### src/rtl/prog_mem_server_if.sv
// Load and fetch bus of prog_mem_server. The host and controller side use the master modport.
// Under PROG_MEM_PARITY_EN the bus also carries the par_err pulse.
interface prog_mem_server_if #(
  parameter int unsigned INSTR_W = 31,
  parameter int unsigned ADDR_W  = 5
);
  logic               prog;
  logic               ld_valid;
  logic [INSTR_W-1:0] ld_data;
  logic               ld_last;
  logic               ld_ready;
  logic               fetch;
  logic [ADDR_W-1:0]  pc;
  logic [INSTR_W-1:0] instr_word;
  logic               instr_valid;
  logic               err_oob;
  logic               loaded;
  logic [ADDR_W:0]    prog_len;
`ifdef PROG_MEM_PARITY_EN
  logic               par_err;

  modport master (
    output prog, ld_valid, ld_data, ld_last, fetch, pc,
    input  ld_ready, instr_word, instr_valid, err_oob, loaded, prog_len, par_err
  );
  modport slave (
    input  prog, ld_valid, ld_data, ld_last, fetch, pc,
    output ld_ready, instr_word, instr_valid, err_oob, loaded, prog_len, par_err
  );
`else
  modport master (
    output prog, ld_valid, ld_data, ld_last, fetch, pc,
    input  ld_ready, instr_word, instr_valid, err_oob, loaded, prog_len
  );
  modport slave (
    input  prog, ld_valid, ld_data, ld_last, fetch, pc,
    output ld_ready, instr_word, instr_valid, err_oob, loaded, prog_len
  );
`endif
endinterface

### src/rtl/prog_mem_server.sv
// Program memory: loads the program over a valid/ready port while prog is high, then answers fetches with latency 1.
// Optional macro PROG_MEM_PARITY_EN adds an even-parity bit per stored word and the par_err pulse.
module prog_mem_server #(
  parameter int unsigned INSTR_W   = 31,
  parameter int unsigned PROG_SIZE = 32,
  parameter int unsigned ADDR_W    = $clog2(PROG_SIZE)
) (
  input  logic              clk,
  input  logic              rst,
  prog_mem_server_if.slave  bus
);

  localparam logic [1:0] S_EMPTY = 2'd0;
  localparam logic [1:0] S_LOAD  = 2'd1;
  localparam logic [1:0] S_READY = 2'd2;

`ifdef PROG_MEM_PARITY_EN
  localparam int unsigned MEM_W = INSTR_W + 1;
`else
  localparam int unsigned MEM_W = INSTR_W;
`endif

  logic [MEM_W-1:0]   r_mem [PROG_SIZE];
  logic [1:0]         r_state;
  logic [ADDR_W-1:0]  r_wr_ptr;
  logic [ADDR_W:0]    r_prog_len;
  logic [INSTR_W-1:0] r_instr_word;
  logic               r_instr_valid;
  logic               r_err_oob;

  logic               w_ld_ready;
  logic               w_accept;
  logic               w_at_end;
  logic               w_term;
  logic               w_hit;
  logic [MEM_W-1:0]   w_rd;
  logic [MEM_W-1:0]   w_wr_word;
  logic               w_par_ok;

  // Dropping prog closes the port in that very cycle, so an abort never accepts a beat.
  assign w_ld_ready = (r_state == S_LOAD) && bus.prog;
  assign w_accept   = w_ld_ready && bus.ld_valid;
  assign w_at_end   = (r_wr_ptr == ADDR_W'(PROG_SIZE - 1));
  assign w_term     = w_accept && (bus.ld_last || w_at_end);
  assign w_hit      = ({1'b0, bus.pc} < r_prog_len);
  assign w_rd       = r_mem[bus.pc];

`ifdef PROG_MEM_PARITY_EN
  logic r_par_err;
  assign w_wr_word   = {^bus.ld_data, bus.ld_data};
  assign w_par_ok    = ~(^w_rd);
  assign bus.par_err = r_par_err;
`else
  assign w_wr_word = bus.ld_data;
  assign w_par_ok  = 1'b1;
`endif

  assign bus.ld_ready    = w_ld_ready;
  assign bus.loaded      = (r_state == S_READY);
  assign bus.prog_len    = r_prog_len;
  assign bus.instr_word  = r_instr_word;
  assign bus.instr_valid = r_instr_valid;
  assign bus.err_oob     = r_err_oob;

  // No reset on the array: contents survive reset but stay unreachable until a new load.
  always_ff @(posedge clk) begin
    if (w_accept) begin
      r_mem[r_wr_ptr] <= w_wr_word;
    end
  end

  always_ff @(posedge clk or posedge rst) begin
    if (rst) begin
      r_state       <= S_EMPTY;
      r_wr_ptr      <= '0;
      r_prog_len    <= '0;
      r_instr_word  <= '0;
      r_instr_valid <= 1'b0;
      r_err_oob     <= 1'b0;
`ifdef PROG_MEM_PARITY_EN
      r_par_err     <= 1'b0;
`endif
    end else begin
      r_instr_valid <= 1'b0;
      r_err_oob     <= 1'b0;
`ifdef PROG_MEM_PARITY_EN
      r_par_err     <= 1'b0;
`endif
      case (r_state)
        S_EMPTY: begin
          if (bus.prog) begin
            r_state  <= S_LOAD;
            r_wr_ptr <= '0;
          end
        end
        S_LOAD: begin
          if (!bus.prog) begin
            if (r_wr_ptr == '0) begin
              r_state    <= S_EMPTY;
              r_prog_len <= '0;
            end else begin
              r_state    <= S_READY;
              r_prog_len <= {1'b0, r_wr_ptr};
            end
          end else if (w_accept) begin
            r_wr_ptr <= r_wr_ptr + ADDR_W'(1);
            if (w_term) begin
              r_state    <= S_READY;
              r_prog_len <= {1'b0, r_wr_ptr} + (ADDR_W + 1)'(1);
            end
          end
        end
        S_READY: begin
          if (bus.prog) begin
            r_state  <= S_LOAD;
            r_wr_ptr <= '0;
          end else if (bus.fetch) begin
            if (!w_hit) begin
              r_instr_word <= '0;
              r_err_oob    <= 1'b1;
            end else if (!w_par_ok) begin
              r_instr_word <= '0;
`ifdef PROG_MEM_PARITY_EN
              r_par_err    <= 1'b1;
`endif
            end else begin
              r_instr_word  <= w_rd[INSTR_W-1:0];
              r_instr_valid <= 1'b1;
            end
          end
        end
        default: r_state <= S_EMPTY;
      endcase
    end
  end

endmodule

### src/flat_wrapper.sv
// flat-port wrapper written by rule: the top's interface ports become plain ports
module prog_mem_server_flat 
#(
  parameter int unsigned INSTR_W   = 31,
  parameter int unsigned PROG_SIZE = 32,
  parameter int unsigned ADDR_W    = $clog2(PROG_SIZE)
)
  (clk, rst, bus_prog, bus_ld_valid, bus_ld_data, bus_ld_last, bus_fetch, bus_pc, bus_ld_ready, bus_instr_word, bus_instr_valid, bus_err_oob, bus_loaded, bus_prog_len);
  prog_mem_server_if #(.INSTR_W(INSTR_W), .ADDR_W(ADDR_W)) bus_i ();
  input  logic clk;
  input  logic rst;
  input wire logic [$bits(bus_i.prog)-1:0] bus_prog;
  input wire logic [$bits(bus_i.ld_valid)-1:0] bus_ld_valid;
  input wire logic [$bits(bus_i.ld_data)-1:0] bus_ld_data;
  input wire logic [$bits(bus_i.ld_last)-1:0] bus_ld_last;
  input wire logic [$bits(bus_i.fetch)-1:0] bus_fetch;
  input wire logic [$bits(bus_i.pc)-1:0] bus_pc;
  output wire logic [$bits(bus_i.ld_ready)-1:0] bus_ld_ready;
  output wire logic [$bits(bus_i.instr_word)-1:0] bus_instr_word;
  output wire logic [$bits(bus_i.instr_valid)-1:0] bus_instr_valid;
  output wire logic [$bits(bus_i.err_oob)-1:0] bus_err_oob;
  output wire logic [$bits(bus_i.loaded)-1:0] bus_loaded;
  output wire logic [$bits(bus_i.prog_len)-1:0] bus_prog_len;
  assign bus_i.prog = bus_prog;
  assign bus_i.ld_valid = bus_ld_valid;
  assign bus_i.ld_data = bus_ld_data;
  assign bus_i.ld_last = bus_ld_last;
  assign bus_i.fetch = bus_fetch;
  assign bus_i.pc = bus_pc;
  assign bus_ld_ready = bus_i.ld_ready;
  assign bus_instr_word = bus_i.instr_word;
  assign bus_instr_valid = bus_i.instr_valid;
  assign bus_err_oob = bus_i.err_oob;
  assign bus_loaded = bus_i.loaded;
  assign bus_prog_len = bus_i.prog_len;
  prog_mem_server #(.INSTR_W(INSTR_W), .PROG_SIZE(PROG_SIZE), .ADDR_W(ADDR_W)) u_core (.clk(clk), .rst(rst), .bus(bus_i));
endmodule
### config.mk
export PLATFORM = sky130hd
export DESIGN_NAME = prog_mem_server_flat
export DESIGN_NICKNAME = d
export VERILOG_FILES = /design/src/rtl/prog_mem_server_if.sv /design/src/rtl/prog_mem_server.sv /design/src/flat_wrapper.sv
export SDC_FILE = /design/constraint.sdc
export NUM_CORES = 1
export LEC_CHECK = 0
export BUFFER_PORTS_ARGS = -buffer_cell sky130_fd_sc_hd__buf_2
export CAP_MARGIN = 20
export CORE_MARGIN = 2
export CORE_UTILIZATION = 45
export DETAILED_ROUTE_END_ITERATION = 8
export GPL_TIMING_DRIVEN = 1
export PLACE_DENSITY_LB_ADDON = 0.1
export REMOVE_ABC_BUFFERS = 1
export SETUP_SLACK_MARGIN = 0.2
export SYNTH_ARGS = -nofsm -noshare
export SYNTH_HDL_FRONTEND = slang
export SYNTH_SLANG_ARGS = --single-unit
### constraint.sdc
create_clock -name clk -period 8.82 [get_ports clk]
set_input_delay 0.441 -clock clk [delete_from_list [all_inputs] [get_ports clk]]
set_output_delay 0.441 -clock clk [all_outputs]
set_load 0.1 [all_outputs]
**Word-level counts from Yosys, hierarchy flattened**

Memories as Yosys holds them, arrays and structs flattened.
Index checks and enable logic that the tools add are counted.

- Output and inout port bits: 41
- Word-level logic and storage cells: 58
- Bits of input ports: 42
- Flip-flop bits (word level): 46
- Memories kept: 1
- Memory bits (writable): 992

- Order comparisons: 1
- Reduce and logical (&&, ||, !) cells: 12
- Mux-type cells: 25
- $add $sub $neg: 2
- Bitwise gates (word level): 1
- Equal/unequal tests: 10

Memories:

| name | words | bits a word | read ports | clocked after memory_dff | write ports | RTL line | text |
|---|---|---|---|---|---|---|---|
| u_core.r_mem | 32 | 31 | 1 | 0 | 1 | prog_mem_server.sv:23 | `logic [MEM_W-1:0] r_mem [PROG_SIZE];` |

Operator list:

| cell | number |
|---|---|
| $mux W31 | 1 |
| $mux W5 | 4 |
| $mux W6 | 3 |
| $mux W1 | 10 |
| $mux W2 | 5 |
| $pmux W5 S2 | 1 |
| $reduce_and A3 Y1 | 3 |
| $ne A2 B1 Y1 const B | 4 |
| $add A5 B1 Y6 const B | 1 |
| $lt A5 B6 Y1 | 1 |
| $ne A3 B2 Y1 const B | 2 |
| $add A5 B1 Y5 const B | 1 |
| $eq A5 B5 Y1 const B | 1 |
| $logic_not A5 Y1 | 1 |
| $pmux W2 S2 | 1 |
| $reduce_and A4 Y1 | 1 |
| $logic_and A1 B1 Y1 | 3 |
| $eq A2 B1 Y1 const B | 1 |
| $eq A2 B2 Y1 const B | 1 |
| $logic_not A2 Y1 | 1 |
| $ne A2 B2 Y1 const B | 1 |
| $reduce_bool A2 Y1 | 1 |
| $reduce_or A2 Y1 | 1 |
| $logic_or A1 B1 Y1 | 1 |
| $not A1 Y1 | 1 |

**Depth between registers and ports, before layout**

Gate-level depths: netlist of the first run.

- Word-level depth: 8
- Depth in mapped cells: 9
- Depth with buffers taken out: 7

**Least setup slack after synthesis of the first run**

Ideal clock, no wire load.

- Path kind: reg2reg
- From: register u_core.r_wr_ptr[3]
- To: memory u_core.r_mem[12][0] (netlist name) (enable)
- Path slack: 5.961 ns
- Library setup time: 0.419 ns
- Data arrival time: 2.440 ns
- Required time: 8.401 ns
- Cell stages (with the launch flop): 5
- Clock period less this slack: 2.859 ns
- Cell sequence: dfrtp_1 > clkbuf_1 > inv_1 > or3_1 > nor2_1

RTL lines:

| what | RTL line | text |
|---|---|---|
| start, declared | prog_mem_server.sv:25 | `logic [ADDR_W-1:0] r_wr_ptr;` |
| start signal, assigned | prog_mem_server.sv:106 | `r_wr_ptr <= r_wr_ptr + ADDR_W'(1);` |
| end, declared | prog_mem_server.sv:23 |  |

No word-level cell before the write port.

**Worst setup path in the final report of the first run**

- From: register u_core.r_state[0]
- To: memory u_core.r_mem[15][7] (netlist name) (enable)

- Longest elaborated chain between the ends: 5

Ends and longest elaborated chain:

| what | RTL line | text |
|---|---|---|
| start, declared | prog_mem_server.sv:24 | `logic [1:0] r_state;` |
| start signal, assigned | prog_mem_server.sv:74 | `r_state <= S_EMPTY;` |
| start signal, assigned | prog_mem_server.sv:92 | `r_state <= S_LOAD;` |
| start signal, assigned | prog_mem_server.sv:99 | `r_state <= S_EMPTY;` |
| $eq A2 B1 Y1 | prog_mem_server.sv:41 | `assign w_ld_ready = (r_state == S_LOAD) && bus.prog;` |
| $logic_and A1 B1 Y1 | prog_mem_server.sv:41 |  |
| $logic_and A1 B1 Y1 | prog_mem_server.sv:42 | `assign w_accept = w_ld_ready && bus.ld_valid;` |
| $mux W1 | prog_mem_server.sv:67 | `if (w_accept) begin` |
| $mux W1 (implied by the code) | prog_mem_server.sv:68 | `r_mem[r_wr_ptr] <= w_wr_word;` |

No other way between the ends.

==> flow_summary.toml, run 1 <==
[cts]
postCtsSetupRepairBufs = 0
ctsResizeCount = 0
cts_tree = "yes"
cts_buffers = 108
path_clk_slew_ps = 60
postCtsHoldBufs = 0
h-tree-depth = 3
clk_latency_ps = 680
cts_buffer_depth = 3
root_buffer = "clkbuf_16"
cts_sinks = 1038

[final_layout]
final_area_um2 = 45700
postLayoutCoreUtil_pct = 51.7
drive_gt1_share_pct = 26.6
area_growth_syn_to_layout_pct = 13.9
nets = 2124

[global_routing]
grt_max_degree = 83
grt_overflow = 0
antenna_found_initial = 11
track_usage_pct = 23.9
grt_pass1_wl_um = 152000
grt_pass1_vias = 20200

[pwr]
peakVddDrop_v = 0.000202
powerDensity_nw_per_um2 = 248
power.leakage_nw = 14.8

[min_path]
hold_class = "in -> async"

[yosys]
netlist_area_um2 = 40100
synth_edf_count = 992
yosys_most_used_dff = "edfxtp_1"
synth_cells = 1935
synth_seq_cells = 1038
synth_warnings = 0
synthArstFlopShare_pct = 4.43
ys_seq_area_share_pct = 77.1
syn_area_per_cell_um2 = 20.7
ys_types = 49

[critical_path]
r2r_slack_ps = 5440
timing.rr.start = "u_core.r_state[0]"
cp_slowest_cell = "nor2_4"
crit_start = "u_core.r_state[0]"
worstSetupStartpointType = "flip-flop"
r2r-end = "u_core.r_mem[15][7]"
cp_cell_sequence = "nor2b_1 > and3_1 > nand2_1 > nor2_4 > buf_4"
cp.depth = 5
critPathCapture = "u_core.r_mem[15][7]"
path_buf_inv = 1
critPathMaxFanout = 17
crit_family = "simple AND/OR/NAND/NOR gates"
critPathMaxStageDelay_ps = 890
reg2reg_depth = 5
arrival_ps = 3700
setup.worst_path.class = "reg -> reg"
end_kind = "flip-flop"
worstPathRequired_ps = 9140

[sta]
period_needed_ps = 3380
finalWorstSetupSlack_ps = 5440
max_slew_margin_pct = 32.2
report.final.slew_viol_count = 0
min_period_over_period_pct = 38.3
final_hold_viol_count = 0
clock-skew-final_ps = 25.1
whs_ps = 7.02
max_freq_mhz = 296
rsz0062_at_grt = "no"
worst_pin_slew_ps = 1020
finalSetupTns_ps = 0
final-setup-viol-count = 0

[routing]
drt_iter0_markers = 1979
dr.pass1.iters = 5
routed_wl_um = 108000
viasPerCell = 6.03
wl_per_cell_um = 32.5
vias = 20100
route.detailed.drc = 0
ant_nets = 0

[placed_design]
routabilityCongestion = 0.793
dpl.hpwl_um = 58400
pre_cts_ws_ps = 5250
post_dp_cell_area_um2 = 42100
io_buffers = 82

[floorplanning]
die_x_um = 303
chipHeight_um = 303
die_area_um2 = 91500
start_util_pct = 45.4
row_count = 109
coreArea_um2 = 88400
design.portCount = 83

[job]
maxCapViolCount = 0

[run_status]
status = "finished, final reports clean"
## layer usage
metal,track usage [%],wire [um],vias to the layer above
li1,-,-,8344
met1,34.7,46400,10800
met2,37.3,50800,806
met3,4.12,7880,183
met4,7.32,3100,6
met5,0,33,-
## stage by stage
step / cells / total power [mW]
final: 3332 / 11.3
after floorplan: 1825 / 6.43
after CTS: 3328 / 11.4
after global routing: 3330 / 11.6
after global placement: 3128 / 6.88
after detailed placement: 3128 / 6.89
## where the power goes
| group | total, mW | switching (mW) | internal (mW) |
|---|---|---|---|
| sequential | 5.60 | 0.120 | 5.48 |
| combinational | 1.18 | 0.915 | 0.263 |
| clock | 4.54 | 1.87 | 2.67 |
| total | 11.3 | 2.90 | 8.42 |
## area by class of cell
type / instances / area [um2]
diodes: 4 / 10.0
multi-input cells: 774 / 8790
inverters: 13 / 48.8
fillers: 7019 / 42700
clock buffers: 145 / 3000
clock inverters: 55 / 546
well taps: 1165 / 1460
repair buffers: 138 / 868
flip-flops and latches: 1038 / 30900
## cell usage after synthesis (2+ instances only)
cell	instances	share of area, %
a211oi_2	2	0.062
a21oi_1	40	0.50
a221o_1	6	0.15
a221oi_1	23	0.50
a22o_1	3	0.066
a22oi_1	24	0.45
a2bb2oi_1	23	0.50
and3_1	3	0.047
buf_1	6	0.056
buf_2	21	0.26
buf_4	26	0.49
buf_6	9	0.25
clkbuf_1	47	0.44
dfrtp_1	46	2.9
edfxtp_1	992	74
ha_1	9	0.28
inv_1	13	0.12
mux2_1	6	0.17
mux2_2	48	1.3
mux2i_1	101	2.5
mux4_2	190	11
nand2_1	73	0.68
nand2b_1	6	0.094
nand3_1	9	0.11
nor2_1	45	0.42
nor2b_1	4	0.062
nor3b_1	30	0.56
o21ai_0	26	0.32
o21ai_1	16	0.20
o221ai_1	13	0.28
o22ai_1	53	0.83
or2_2	3	0.047
or3_1	2	0.031
xnor2_1	2	0.044
## logic make-up after synthesis
kind of cell             after synthesis  synth area share (%)
flip-flops                          1038                  77.1
XOR/XNOR                               2                0.0437
AND/OR/NAND/NOR                      180                  2.15
multiplexers                         345                  14.7
AO/OA/AOI/OAI                        238                  4.05
adder cells (fa/ha/maj)                9                 0.281
buffers and inverters                123                  1.63
## cells in the final DEF, fill, tap and decap left out, drive strengths merged, types with 4 or more instances in the layout
master,count
a21oi,40
a221o,6
a221oi,23
a22oi,24
a2bb2oi,23
buf,138
bufinv,10
clkbuf,145
clkinv,39
dfrtp,46
diode,4
edfxtp,992
ha,9
inv,17
mux2,54
mux2i,101
mux4,190
nand2,73
nand2b,6
nand3,9
nor2,45
nor2b,4
nor3b,30
o21ai,42
o221ai,13
o22ai,53
## worst min-delay path by stage
stage,to,depth (start not counted),slack [ps],start
final,u_core.bus.instr_word[9],3,7,rst
after global routing,u_core.bus.instr_word[9],3,40,rst
after CTS,u_core.bus.instr_word[2],3,20,rst
after detailed placement,u_core.bus.instr_word[11],1,550,u_core.bus.instr_word[11]
after global placement,u_core.bus.prog_len[4],2,550,u_core.bus.prog_len[4]
after floorplan,u_core.r_state[0],1,540,u_core.r_state[0]
## state kept, by name, indices dropped and copies added (netlist names)
register and count:
u_core.bus.prog_len 6, u_core.bus.err_oob 1, u_core.r_wr_ptr 5, u_core.bus.instr_valid 1, u_core.r_state 2, u_core.r_mem 992
u_core.bus.instr_word 31
## tightest hold or removal path: stages
cell and delay (ps):
buf_2 100, inv_2 30, buf_4 630
No activity file was read; power rests on OpenSTA's default activity.
==> run 2, diff against run 1 <==
==> constraint.sdc (replaced) <==
create_clock -name clk -period 3 [get_ports clk]
set_input_delay 0.15 -clock clk [delete_from_list [all_inputs] [get_ports clk]]
set_output_delay 0.15 -clock clk [all_outputs]
set_load 0.1 [all_outputs]
==> run 2 against run 1 <==
Net effect:
- clock skew is 0.62 ps higher
- cell count is 2.9% higher
- first-iteration DRC count shrank 2.5%
- die area is the same
- sequential power rose to 2.9 times the previous value
- utilization increased by 1.2 points
- register-to-register slack got worse by 5100 ps
- sequential cell count did not move
- clock power rose to 2.9 times the previous value
- via count increased by 0.96%
- largest power group unchanged
- power grew to 2.9 times the previous value
- non-clock buffer count grew 98
- highest routed layer is now met4
==> flow_summary.toml, run 2 (synthesis gave the netlist of run 1 again) <==
[critical_path]
timing.rr.start = "u_core.bus.prog_len[4]"
r2r_slack_ps = 350
end_kind = "flip-flop"
setup.worst_path.class = "reg -> reg"
cp_cell_sequence = "inv_1 > ha_1 > a21oi_1 > o21bai_1 > a211oi_4 > buf_12 > nor3b_1 > a221o_1"
worstSetupStartpointType = "flip-flop"
worstPathRequired_ps = 3610
arrival_ps = 3260
r2r-end = "u_core.bus.instr_word[22]"
critPathMaxStageDelay_ps = 580
cp_slowest_cell = "nor3b_1"
critPathMaxFanout = 29
reg2reg_depth = 8

[floorplanning]
die_x_um = 303
row_count = 109
coreArea_um2 = 88400
design.portCount = 83
die_area_um2 = 91500
start_util_pct = 45.4
chipHeight_um = 303

[routing]
route.detailed.drc = 0
viasPerCell = 5.92
dr.pass1.iters = 7
wl_per_cell_um = 31.2
drt_iter0_markers = 1930
routed_wl_um = 107000
vias = 20300
ant_nets = 0

[pwr]
power.leakage_nw = 15.4
switching_share_pct = 25.9
powerDensity_nw_per_um2 = 705
p_clk_share_pct = 39.3
peakVddDrop_v = 0.000758
power.switching_mw = 8.54
p_comb_share_pct = 10.9
seqPwrFrac_pct = 49.8
p_int_mw = 24.4

[cts]
cts_sinks = 1038
path_clk_slew_ps = 60
ctsResizeCount = 0
cts_tree = "yes"
cts_buffer_depth = 3
postCtsSetupRepairBufs = 0
h-tree-depth = 3
root_buffer = "clkbuf_16"
cts_buffers = 106
clk_latency_ps = 680

[placed_design]
dpl.hpwl_um = 65500
io_buffers = 82
pre_cts_ws_ps = 156
post_dp_cell_area_um2 = 43200
routabilityCongestion = 0.822

[run_status]
status = "finished, final reports clean"

[final_layout]
final_cell_mix = "992 x edfxtp_1, 190 x mux4_2, 106 x clkbuf_16, 106 x buf_4, 101 x mux2i_1"
multi_input_area_um2 = 8790
final_area_um2 = 46700
nets = 2220
regArea_um2 = 30900
fillers = 6972
top_register = "u_core.r_mem"
largest_reg_flops = 992
drive_gt1_share_pct = 28.9
area_growth_syn_to_layout_pct = 16.6
layout_commonest_cell = "edfxtp_1"

[sta]
min_period_over_period_pct = 88.5
report.final.slew_viol_count = 0
max_slew_margin_pct = 47.0
max_freq_mhz = 377
finalWorstSetupSlack_ps = 345
final_hold_viol_count = 0
worst_pin_slew_ps = 794
clock-skew-final_ps = 25.7
final-setup-viol-count = 0
rsz0062_at_grt = "no"
period_needed_ps = 2650
whs_ps = 27.8

[min_path]
min_path_cells = 1
hold_class = "in -> reg"
holdCritStartpoint = "bus_ld_data[14]"
hold_end = "u_core.r_mem[17][14]"

[job]
maxCapViolCount = 0

[global_routing]
antenna_found_initial = 6
grt_max_degree = 50
grt_pass1_wl_um = 152000
track_usage_pct = 23.7
grt_overflow = 0
grt_pass1_vias = 20700
run 2: cell types whose count changed in the layout (fill, tap and decap cells not counted), moves of 4 or more:
| cell | delta |
|---|---|
| clkbuf_16 | -4 |
| clkbuf_8 | -6 |
| buf_4 | +50 |
| dlygate4sd3_1 | +13 |
| clkinv_2 | +4 |
| buf_12 | +35 |
| clkbuf_1 | +7 |
run 2: critical path, delay by kind of cell (launching register included):
kind            cells  cell delay [ps]
compound gates      4              900
simple gates        1              580
flops               1              430
buf+inv             2              350
fa+ha+maj           1              320
run 2: worst max-delay path by stage:
stage | from | endpoint
after floorplan | u_core.r_state[0] | u_core.bus.instr_word[11]
after global placement | bus_pc[0] | u_core.bus.instr_word[25]
after detailed placement | bus_pc[0] | u_core.bus.instr_word[25]
after CTS | u_core.bus.prog_len[4] | u_core.bus.instr_word[22]
after global routing | u_core.bus.prog_len[4] | u_core.bus.instr_word[22]
final | u_core.bus.prog_len[4] | u_core.bus.instr_word[22]
run 2: per-stage QoR:
| step | total power [mW] | util (%) | instances | setup TNS (ps) |
|---|---|---|---|---|
| after floorplan | 18.9 | - | 1825 | -713 |
| after global placement | 20.3 | 48.9 | 3213 | 0 |
| after detailed placement | 20.3 | 48.9 | 3213 | 0 |
| after CTS | 33.3 | 52.9 | 3427 | 0 |
| after global routing | 34.0 | 52.9 | 3427 | 0 |
| final | 33.0 | 52.9 | 3429 | 0 |
run 2: what timing repair did:
action	4_1_cts	5_1_grt
hold buffers	13	0
hold endpoints to repair	262	0
endpoints found under the setup margin	0	0
run 2: power groups by stage:
stage,Sequential [mW],Combinational [mW],Clock [mW]
2_1_floorplan,18.0,0.886,0
3_3_place_gp,16.7,3.59,0
3_5_place_dp,16.7,3.61,0
4_1_cts,16.4,3.63,13.2
5_1_grt,16.4,3.76,13.8
6_report,16.4,3.59,13.0
run 2: per-layer routing:
layer	GRT usage (%)	vias to the layer above	wire length, um
met2	38.3	724	52200
li1	-	8526	-
met4	7.14	0	2850
met3	4.10	142	6790
met1	33.4	10900	45200
met5	0	-	0
run 2: layout make-up:
| cell class | count | area share (%) |
|---|---|---|
| antenna | 2 | 0.0107 |
| clock buffer | 142 | 6.09 |
| clock inverter | 59 | 1.25 |
| inverter | 13 | 0.104 |
| multi-input combinational | 774 | 18.8 |
| sequential | 1038 | 66.2 |
| tap | 1165 | 3.12 |
| timing repair buffer | 236 | 4.44 |
